<file path="src/rtl/slant_link_pkg.sv">
// Shared slant link definitions: framing patterns, symbol encodings and lane states.
// Imported by both the lane receiver and the transmitter.
package slant_link_pkg;

  localparam logic [23:0] FRAME1    = 24'haab155;
  localparam logic [23:0] FRAME0    = 24'haa8d55;
  localparam logic [15:0] HSYNC     = 16'ha355;
  localparam logic [7:0]  SYM_ONE   = 8'hff;
  localparam logic [7:0]  SYM_ZERO  = 8'h01;
  // Bits that must be clear for a symbol to carry a 5-bit payload in [6:2]
  localparam logic [7:0]  DATA_MASK = 8'h83;

  localparam int FRAME_SYMS = 76800;
  localparam int LINE_SYMS  = 80;
  localparam int HSYNC_LEN  = 16;

  typedef enum logic [1:0] {
    ST_HUNT  = 2'd0,
    ST_DATA  = 2'd1,
    ST_HSYNC = 2'd2
  } lane_state_e;

  typedef enum logic [1:0] {
    SYM_DATA    = 2'd0,
    SYM_MARK    = 2'd1,
    SYM_ILLEGAL = 2'd2
  } sym_class_e;

  typedef struct packed {
    logic        busy;
    logic        frame_start;
    logic        frame_id;
    logic        frame_done;
    logic        line_sync;
    logic        sym_err;
    logic        hsync_err;
    logic        wr_en;
    logic [15:0] wr_addr;
    logic [4:0]  wr_y;
    logic [4:0]  wr_c;
  } rx_out_t;

endpackage

</file>
<file path="src/rtl/slant_lane_rx_if.sv">
// Lane symbol input and sample-pair write port of one slant receive lane.
interface slant_lane_rx_if;

  logic        rx_valid;
  logic [7:0]  rx_data;
  logic        wr_en;
  logic [15:0] wr_addr;
  logic [4:0]  wr_y;
  logic [4:0]  wr_c;

  modport master (
    output rx_valid, rx_data,
    input  wr_en, wr_addr, wr_y, wr_c
  );

  modport slave (
    input  rx_valid, rx_data,
    output wr_en, wr_addr, wr_y, wr_c
  );

endinterface

</file>
<file path="src/rtl/slant_sym_classify.sv">
// Combinational decoder: splits a lane symbol into marker / data / illegal and extracts
// the marker bit and the data payload.
module slant_sym_classify
  import slant_link_pkg::*;
(
  input  logic [7:0] sym,
  output sym_class_e cls,
  output logic       mark_bit,
  output logic [4:0] payload
);

  // Symbol class decode; payload is only meaningful for data symbols
  always_comb begin
    cls      = SYM_ILLEGAL;
    mark_bit = 1'b0;
    payload  = sym[6:2];
    if (sym == SYM_ONE) begin
      cls      = SYM_MARK;
      mark_bit = 1'b1;
    end else if (sym == SYM_ZERO) begin
      cls      = SYM_MARK;
      mark_bit = 1'b0;
    end else if ((sym & DATA_MASK) == 8'h00) begin
      cls = SYM_DATA;
    end else begin
      cls = SYM_ILLEGAL;
    end
  end

endmodule

</file>
<file path="src/rtl/slant_lane_rx.sv">
// Slant link lane receiver: hunts for the frame header, tracks symbol index and HSYNC
// markers, and turns pairs of data symbols into Y/C sample-pair writes.
module slant_lane_rx
  import slant_link_pkg::*;
(
  input  logic           Cclk,
  input  logic           rst,
  slant_lane_rx_if.slave lane,
  output logic           busy,
  output logic           frame_start,
  output logic           frame_id,
  output logic           frame_done,
  output logic           line_sync,
  output logic           sym_err,
  output logic           hsync_err
);

  sym_class_e  cls_s;
  logic        mark_bit_s;
  logic [4:0]  payload_s;
  logic        is_mark_s;
  logic [23:0] hdr_shift_s;
  logic        hdr_match_s;
  logic [15:0] hs_shift_s;
  logic [4:0]  hs_cnt_inc_s;
  logic        last_sym_s;

  lane_state_e state_r, state_n;
  logic [22:0] hdr_r, hdr_n;
  logic [4:0]  hdr_fill_r, hdr_fill_n;
  logic [16:0] idx_r, idx_n;
  logic [6:0]  lpos_r, lpos_n;
  logic [14:0] hs_sh_r, hs_sh_n;
  logic [4:0]  hs_cnt_r, hs_cnt_n;
  logic [4:0]  y_r, y_n;
  logic        y_ok_r, y_ok_n;
  rx_out_t     out_r, out_n;

  slant_sym_classify u_classify (
    .sym      (lane.rx_data),
    .cls      (cls_s),
    .mark_bit (mark_bit_s),
    .payload  (payload_s)
  );

  assign is_mark_s    = (cls_s == SYM_MARK);
  assign hdr_shift_s  = {hdr_r, mark_bit_s};
  // Only the 23 previous bits are stored; the fill count proves they were all markers
  assign hdr_match_s  = is_mark_s && (hdr_fill_r >= 5'd23) &&
                        ((hdr_shift_s == FRAME1) || (hdr_shift_s == FRAME0));
  assign hs_shift_s   = {hs_sh_r, mark_bit_s};
  assign hs_cnt_inc_s = hs_cnt_r + 5'd1;
  assign last_sym_s   = (idx_r == 17'(FRAME_SYMS - 1));

  // State, counters and registered outputs
  always_ff @(posedge Cclk) begin
    if (rst) begin
      state_r    <= ST_HUNT;
      hdr_r      <= 23'd0;
      hdr_fill_r <= 5'd0;
      idx_r      <= 17'd0;
      lpos_r     <= 7'd0;
      hs_sh_r    <= 15'd0;
      hs_cnt_r   <= 5'd0;
      y_r        <= 5'd0;
      y_ok_r     <= 1'b0;
      out_r      <= '0;
    end else begin
      state_r    <= state_n;
      hdr_r      <= hdr_n;
      hdr_fill_r <= hdr_fill_n;
      idx_r      <= idx_n;
      lpos_r     <= lpos_n;
      hs_sh_r    <= hs_sh_n;
      hs_cnt_r   <= hs_cnt_n;
      y_r        <= y_n;
      y_ok_r     <= y_ok_n;
      out_r      <= out_n;
    end
  end

  // Next-state and next-output logic, evaluated per received symbol
  always_comb begin
    state_n    = state_r;
    hdr_n      = hdr_r;
    hdr_fill_n = hdr_fill_r;
    idx_n      = idx_r;
    lpos_n     = lpos_r;
    hs_sh_n    = hs_sh_r;
    hs_cnt_n   = hs_cnt_r;
    y_n        = y_r;
    y_ok_n     = y_ok_r;
    out_n             = out_r;
    out_n.frame_start = 1'b0;
    out_n.frame_done  = 1'b0;
    out_n.line_sync   = 1'b0;
    out_n.sym_err     = 1'b0;
    out_n.hsync_err   = 1'b0;
    out_n.wr_en       = 1'b0;

    if (lane.rx_valid) begin
      if (is_mark_s) begin
        hdr_n      = hdr_shift_s[22:0];
        hdr_fill_n = (hdr_fill_r == 5'd24) ? 5'd24 : hdr_fill_r + 5'd1;
      end else begin
        hdr_n      = 23'd0;
        hdr_fill_n = 5'd0;
      end

      if (hdr_match_s) begin
        out_n.frame_start = 1'b1;
        out_n.frame_id    = (hdr_shift_s == FRAME1);
        state_n  = ST_DATA;
        idx_n    = 17'd0;
        lpos_n   = 7'd0;
        hs_cnt_n = 5'd0;
        y_ok_n   = 1'b0;
      end else if (state_r == ST_HUNT) begin
        state_n = ST_HUNT;
      end else begin
        idx_n  = idx_r + 17'd1;
        lpos_n = (lpos_r == 7'(LINE_SYMS - 1)) ? 7'd0 : lpos_r + 7'd1;
        if ((state_r == ST_HSYNC) && is_mark_s) begin
          hs_sh_n  = hs_shift_s[14:0];
          hs_cnt_n = hs_cnt_inc_s;
          y_ok_n   = 1'b0;
          if (hs_cnt_inc_s == 5'(HSYNC_LEN)) begin
            state_n         = ST_DATA;
            out_n.line_sync = (hs_shift_s == HSYNC);
            out_n.hsync_err = (hs_shift_s != HSYNC);
          end else begin
            state_n = ST_HSYNC;
          end
        end else begin
          // A symbol that cuts an HSYNC short is flagged, then decoded as in DATA
          out_n.hsync_err = (state_r == ST_HSYNC);
          state_n         = ST_DATA;
          case (cls_s)
            SYM_MARK: begin
              state_n         = ST_HSYNC;
              hs_cnt_n        = 5'd1;
              hs_sh_n         = {14'd0, mark_bit_s};
              y_ok_n          = 1'b0;
              out_n.hsync_err = (lpos_r != 7'(LINE_SYMS - 1));
            end
            SYM_DATA: begin
              if (!idx_r[0]) begin
                y_n    = payload_s;
                y_ok_n = 1'b1;
              end else begin
                y_ok_n        = 1'b0;
                out_n.wr_en   = y_ok_r;
                out_n.wr_addr = y_ok_r ? idx_r[16:1] : out_r.wr_addr;
                out_n.wr_y    = y_ok_r ? y_r : out_r.wr_y;
                out_n.wr_c    = y_ok_r ? payload_s : out_r.wr_c;
              end
            end
            SYM_ILLEGAL: begin
              out_n.sym_err = 1'b1;
              y_ok_n        = 1'b0;
            end
            default: begin
              y_ok_n = 1'b0;
            end
          endcase
        end
        if (last_sym_s) begin
          out_n.frame_done = 1'b1;
          state_n          = ST_HUNT;
        end else begin
          out_n.frame_done = 1'b0;
        end
      end
    end else begin
      state_n = state_r;
    end

    out_n.busy = (state_n != ST_HUNT);
  end

  assign busy         = out_r.busy;
  assign frame_start  = out_r.frame_start;
  assign frame_id     = out_r.frame_id;
  assign frame_done   = out_r.frame_done;
  assign line_sync    = out_r.line_sync;
  assign sym_err      = out_r.sym_err;
  assign hsync_err    = out_r.hsync_err;
  assign lane.wr_en   = out_r.wr_en;
  assign lane.wr_addr = out_r.wr_addr;
  assign lane.wr_y    = out_r.wr_y;
  assign lane.wr_c    = out_r.wr_c;

endmodule

</file>
<file path="src/flat_wrapper.sv">
// flat-port wrapper written by rule: the top's interface ports become plain ports
module slant_lane_rx_flat import slant_link_pkg::*;
  (Cclk, rst, busy, frame_start, frame_id, frame_done, line_sync, sym_err, hsync_err, lane_rx_valid, lane_rx_data, lane_wr_en, lane_wr_addr, lane_wr_y, lane_wr_c);
  slant_lane_rx_if lane_i ();
  input  logic Cclk;
  input  logic rst;
  output logic busy;
  output logic frame_start;
  output logic frame_id;
  output logic frame_done;
  output logic line_sync;
  output logic sym_err;
  output logic hsync_err;
  input wire logic [$bits(lane_i.rx_valid)-1:0] lane_rx_valid;
  input wire logic [$bits(lane_i.rx_data)-1:0] lane_rx_data;
  output wire logic [$bits(lane_i.wr_en)-1:0] lane_wr_en;
  output wire logic [$bits(lane_i.wr_addr)-1:0] lane_wr_addr;
  output wire logic [$bits(lane_i.wr_y)-1:0] lane_wr_y;
  output wire logic [$bits(lane_i.wr_c)-1:0] lane_wr_c;
  assign lane_i.rx_valid = lane_rx_valid;
  assign lane_i.rx_data = lane_rx_data;
  assign lane_wr_en = lane_i.wr_en;
  assign lane_wr_addr = lane_i.wr_addr;
  assign lane_wr_y = lane_i.wr_y;
  assign lane_wr_c = lane_i.wr_c;
  slant_lane_rx u_core (.Cclk(Cclk), .rst(rst), .lane(lane_i), .busy(busy), .frame_start(frame_start), .frame_id(frame_id), .frame_done(frame_done), .line_sync(line_sync), .sym_err(sym_err), .hsync_err(hsync_err));
endmodule
</file>
<file path="config.mk">
export PLATFORM = sky130hd
export DESIGN_NAME = slant_lane_rx_flat
export DESIGN_NICKNAME = d
export VERILOG_FILES = /design/src/rtl/slant_link_pkg.sv /design/src/rtl/slant_lane_rx_if.sv /design/src/rtl/slant_sym_classify.sv /design/src/rtl/slant_lane_rx.sv /design/src/flat_wrapper.sv
export SDC_FILE = /design/constraint.sdc
export NUM_CORES = 1
export LEC_CHECK = 0
export ABC_AREA = 0
export ABC_CLOCK_PERIOD_IN_PS = 4810
export BUFFER_PORTS_ARGS = -buffer_cell sky130_fd_sc_hd__buf_2
export CORE_AREA = 2 2 98 100
export DETAILED_ROUTE_END_ITERATION = 10
export DIE_AREA = 0 0 100 102
export PLACE_DENSITY = 0.81
export SYNTH_ARGS = -nofsm -noshare
export SYNTH_HDL_FRONTEND = slang
export SYNTH_SLANG_ARGS = --single-unit
</file>
<file path="constraint.sdc">
create_clock -name Cclk -period 4.81 [get_ports Cclk]
set_input_delay 0 -clock Cclk [delete_from_list [all_inputs] [get_ports Cclk]]
set_output_delay 0 -clock Cclk [all_outputs]
set_load 0.01 [all_outputs]
</file>
==> results.json <==
{
  "status": "completed",
  "crit_slowest_cell": "nor3b_2",
  "cts_root_buffer": "clkbuf_8",
  "worst_slew_pin_slew_ps": 1061,
  "netlist_top_cells_count": "dfxtp_1, nand2_1, a21oi_1",
  "vias": 4509,
  "dpl_cell_area_mm2": 0.005125,
  "port_buffers": 44,
  "wl_um": 11740,
  "syn-num-nets": 587,
  "post-route-cell-area_mm2": 0.005758,
  "drv_cap": 0,
  "grt_pass1_vias": 4168,
  "grt_setup_unrepaired": "no",
  "cts_sinks": 114,
  "drc": 0,
  "die-height_um": 102,
  "yosys_warnings": 0,
  "power.total_w": 0.002146,
  "tritoncts": "built",
  "period_minus_slack_ps": 2585,
  "yosysTopAreaCellShare_pct": 46.72,
  "grtUsageTotal_pct": 23.77,
  "cts_resized": 0,
  "htree_levels": 4,
  "numCtsBuffers": 17,
  "instances_no_fill": 734,
  "ys_top_cells_by_area": "dfxtp_1, nand2_1, a21oi_1, nand3_1, a22o_1",
  "crit_family": "simple AND/OR/NAND/NOR gates",
  "chipWidth_um": 100,
  "drtPass1Iterations": 5,
  "r2r-start": "u_core.hdr_r[12]",
  "clk_pin_slew_ps": 60,
  "hold_end": "u_core.hdr_r[20]",
  "cp_cell_sequence": "dlygate4sd3_1, buf_2, nand4_1, or2_2, nand2_2, nor3b_2, a22o_1",
  "max_stage_delay_ps": 860,
  "worst-setup-path-type": "in -> reg",
  "coreArea_mm2": 0.009109,
  "crit_fanout": 37,
  "crit_path_end_kind": "flop",
  "dp_hpwl_um": 7319,
  "fmax_ghz": 0.3869,
  "worst_hold_startpoint": "lane_rx_valid",
  "wl_per_cell_um": 15.99,
  "layout-drive-gt1-share_pct": 15.25,
  "yosysSeqAreaShare_pct": 46.72,
  "netlist_instances": 571,
  "gp_congestion": 0.8824,
  "drtAntennaViolNets": 0,
  "die_area_mm2": 0.01020,
  "hold_viol": 0,
  "arrival_ps": 3050,
  "row_count": 35,
  "syn_avg_cell_area_um2": 8.555,
  "synth_edf_count": 0,
  "grt_pass1_wl_um": 19430,
  "num_antenna_cells": 0,
  "slew_viol_final": 0,
  "finalNetCount": 626,
  "fin_setup_tns_ps": 0,
  "avgViaCountPerCell": 6.143,
  "antenna_found_initial": 0,
  "areaGrowthSynthToFinish_pct": 17.88,
  "worstPathRequired_ps": 5280,
  "relSlewSlack_pct": 29.08,
  "io-pin-count": 45,
  "r2r_end": "u_core.frame_id",
  "ff2ff_path_depth": 5,
  "finalSetupViolations": 0,
  "cts_max_path_buffers": 2,
  "clk_latency_ps": 530,
  "utilization_pct": 63.21,
  "cp_num_buf_inv": 2,
  "first_iter_violations": 335,
  "synthArstFlopShare_pct": 0,
  "synth_ff_type": "dfxtp_1",
  "fill_cells": 784,
  "whs_path_depth": 3,
  "grt-ovfl-total": 0,
  "post_cts_buffers": 0,
  "power.leakage_nw": 2.047,
  "powerDensity_mw_per_mm2": 372.8,
  "start_util_pct": 53.63,
  "dp_cells": 694,
  "synth_seq_cells": 114,
  "syn-cell-area_mm2": 0.004885,
  "finalCritPeriodShare_pct": 53.74,
  "yosysMostFrequentCell": "dfxtp_1",
  "yosysTopAreaCell": "dfxtp_1",
  "rrSetupSlack_ps": 2250,
  "hold_class": "in -> reg",
  "grt_max_degree": 78,
  "ir_drop_v": 0.0002289,
  "synth.distinct_cells": 63,
  "worst_clock_skew_ps": 6.040,
  "cp-start-kind": "input port"
}
-- layout by cell type (no fill, tap or decap), drive strengths merged, types with 12 or more instances in the layout --
master,Yosys,routed
a21oi,78,78
a22o,14,14
buf,9,47
clkbuf,26,18
dfxtp,114,114
inv,10,12
nand2,105,105
nand3,46,46
nor2,22,22
nor3,13,13
o21ai,17,17
-- cell families (layout without fill, tap and decap cells) --
kind of cell / after synthesis / in the layout / share of synthesized area, %
DFF: 114 / 114 / 46.72
muxes: 6 / 6 / 1.230
and+or+nand+nor: 245 / 245 / 25.77
buffers and inverters: 45 / 97 / 3.740
adders and majority gates: 5 / 5 / 1.281
xor gates and xnor gates: 3 / 3 / 0.5380
AOI/OAI and AO/OA: 153 / 153 / 20.72
-- power by group --
group,switching (W),internal [W]
sequential,0.0000000380,0.000945
combinational,0.0000322,0.0000116
clock,0.000469,0.000689
-- area by class of cell --
cell class | instances | area [µm²] | share of cell area [%]
flip-flops and latches | 114 | 2282 | 39.63
clock buffers | 18 | 417.9 | 7.258
inverters | 10 | 37.54 | 0.6519
repair buffers | 55 | 322.8 | 5.606
multi-input cells | 412 | 2424 | 42.09
well taps | 111 | 138.9 | 2.412
clock inverters | 14 | 135.1 | 2.347
-- layer usage --
metal	global-route usage, %	vias to the layer above	part of all wire (%)
met2	39.29	178	49
met5	0	-	0
met3	6.361	33	6.3
li1	-	2159	-
met4	8.851	0	2.3
met1	30.09	2139	43
-- flip-flops by register name (all words and copies together), names as in the netlist --
signal               cells
u_core.busy              1
u_core.hs_sh_r          15
u_core.y_r               5
u_core.frame_start       1
u_core.lane.wr_c         5
u_core.lane.wr_addr     16
u_core.frame_id          1
u_core.y_ok_r            1
u_core.hdr_r            23
u_core.sym_err           1
u_core.state_r           2
u_core.frame_done        1
u_core.lpos_r            7
u_core.lane.wr_y         5
u_core.hsync_err         1
u_core.lane.wr_en        1
u_core.line_sync         1
u_core.hs_cnt_r          5
u_core.idx_r            17
u_core.hdr_fill_r        5
-- repair_timing --
action,in CTS,in global routing
hold buffers,8,0
endpoints found under the hold margin,13,0
endpoints found under the setup margin,0,0
-- how the worst max path moves through the flow --
stage                     depth (start not counted)            startpoint                  end  slack (ps)
final                                             7       lane_rx_data[2]    u_core.hs_sh_r[3]        2230
after global routing                              7       lane_rx_data[4]    u_core.hs_sh_r[1]        2040
after CTS                                         5      u_core.hdr_r[12]      u_core.frame_id        2270
after detailed placement                          5         lane_rx_valid  u_core.lane.wr_y[4]        2280
after global placement                            6  u_core.hdr_fill_r[1]      u_core.frame_id        2350
after floorplan                                   7  u_core.hdr_fill_r[0]   u_core.hs_sh_r[14]        2840
-- worst reg2reg max path, delay by kind of cell (launching register included) --
family / cells / cell delay [ps]
and+or+nand+nor: 3 / 1510
AOI/OAI and AO/OA: 2 / 610
DFF: 1 / 370
-- metrics by stage --
stage | hold WS, ps | worst slack, ps
2_1_floorplan | 140.5 | 2844
5_1_grt | 83.13 | 2044
3_3_place_gp | 280.0 | 2350
4_1_cts | 55.12 | 2267
3_5_place_dp | 291.8 | 2281
6_report | 63.33 | 2225
Power figures use the tool's default switching activity.
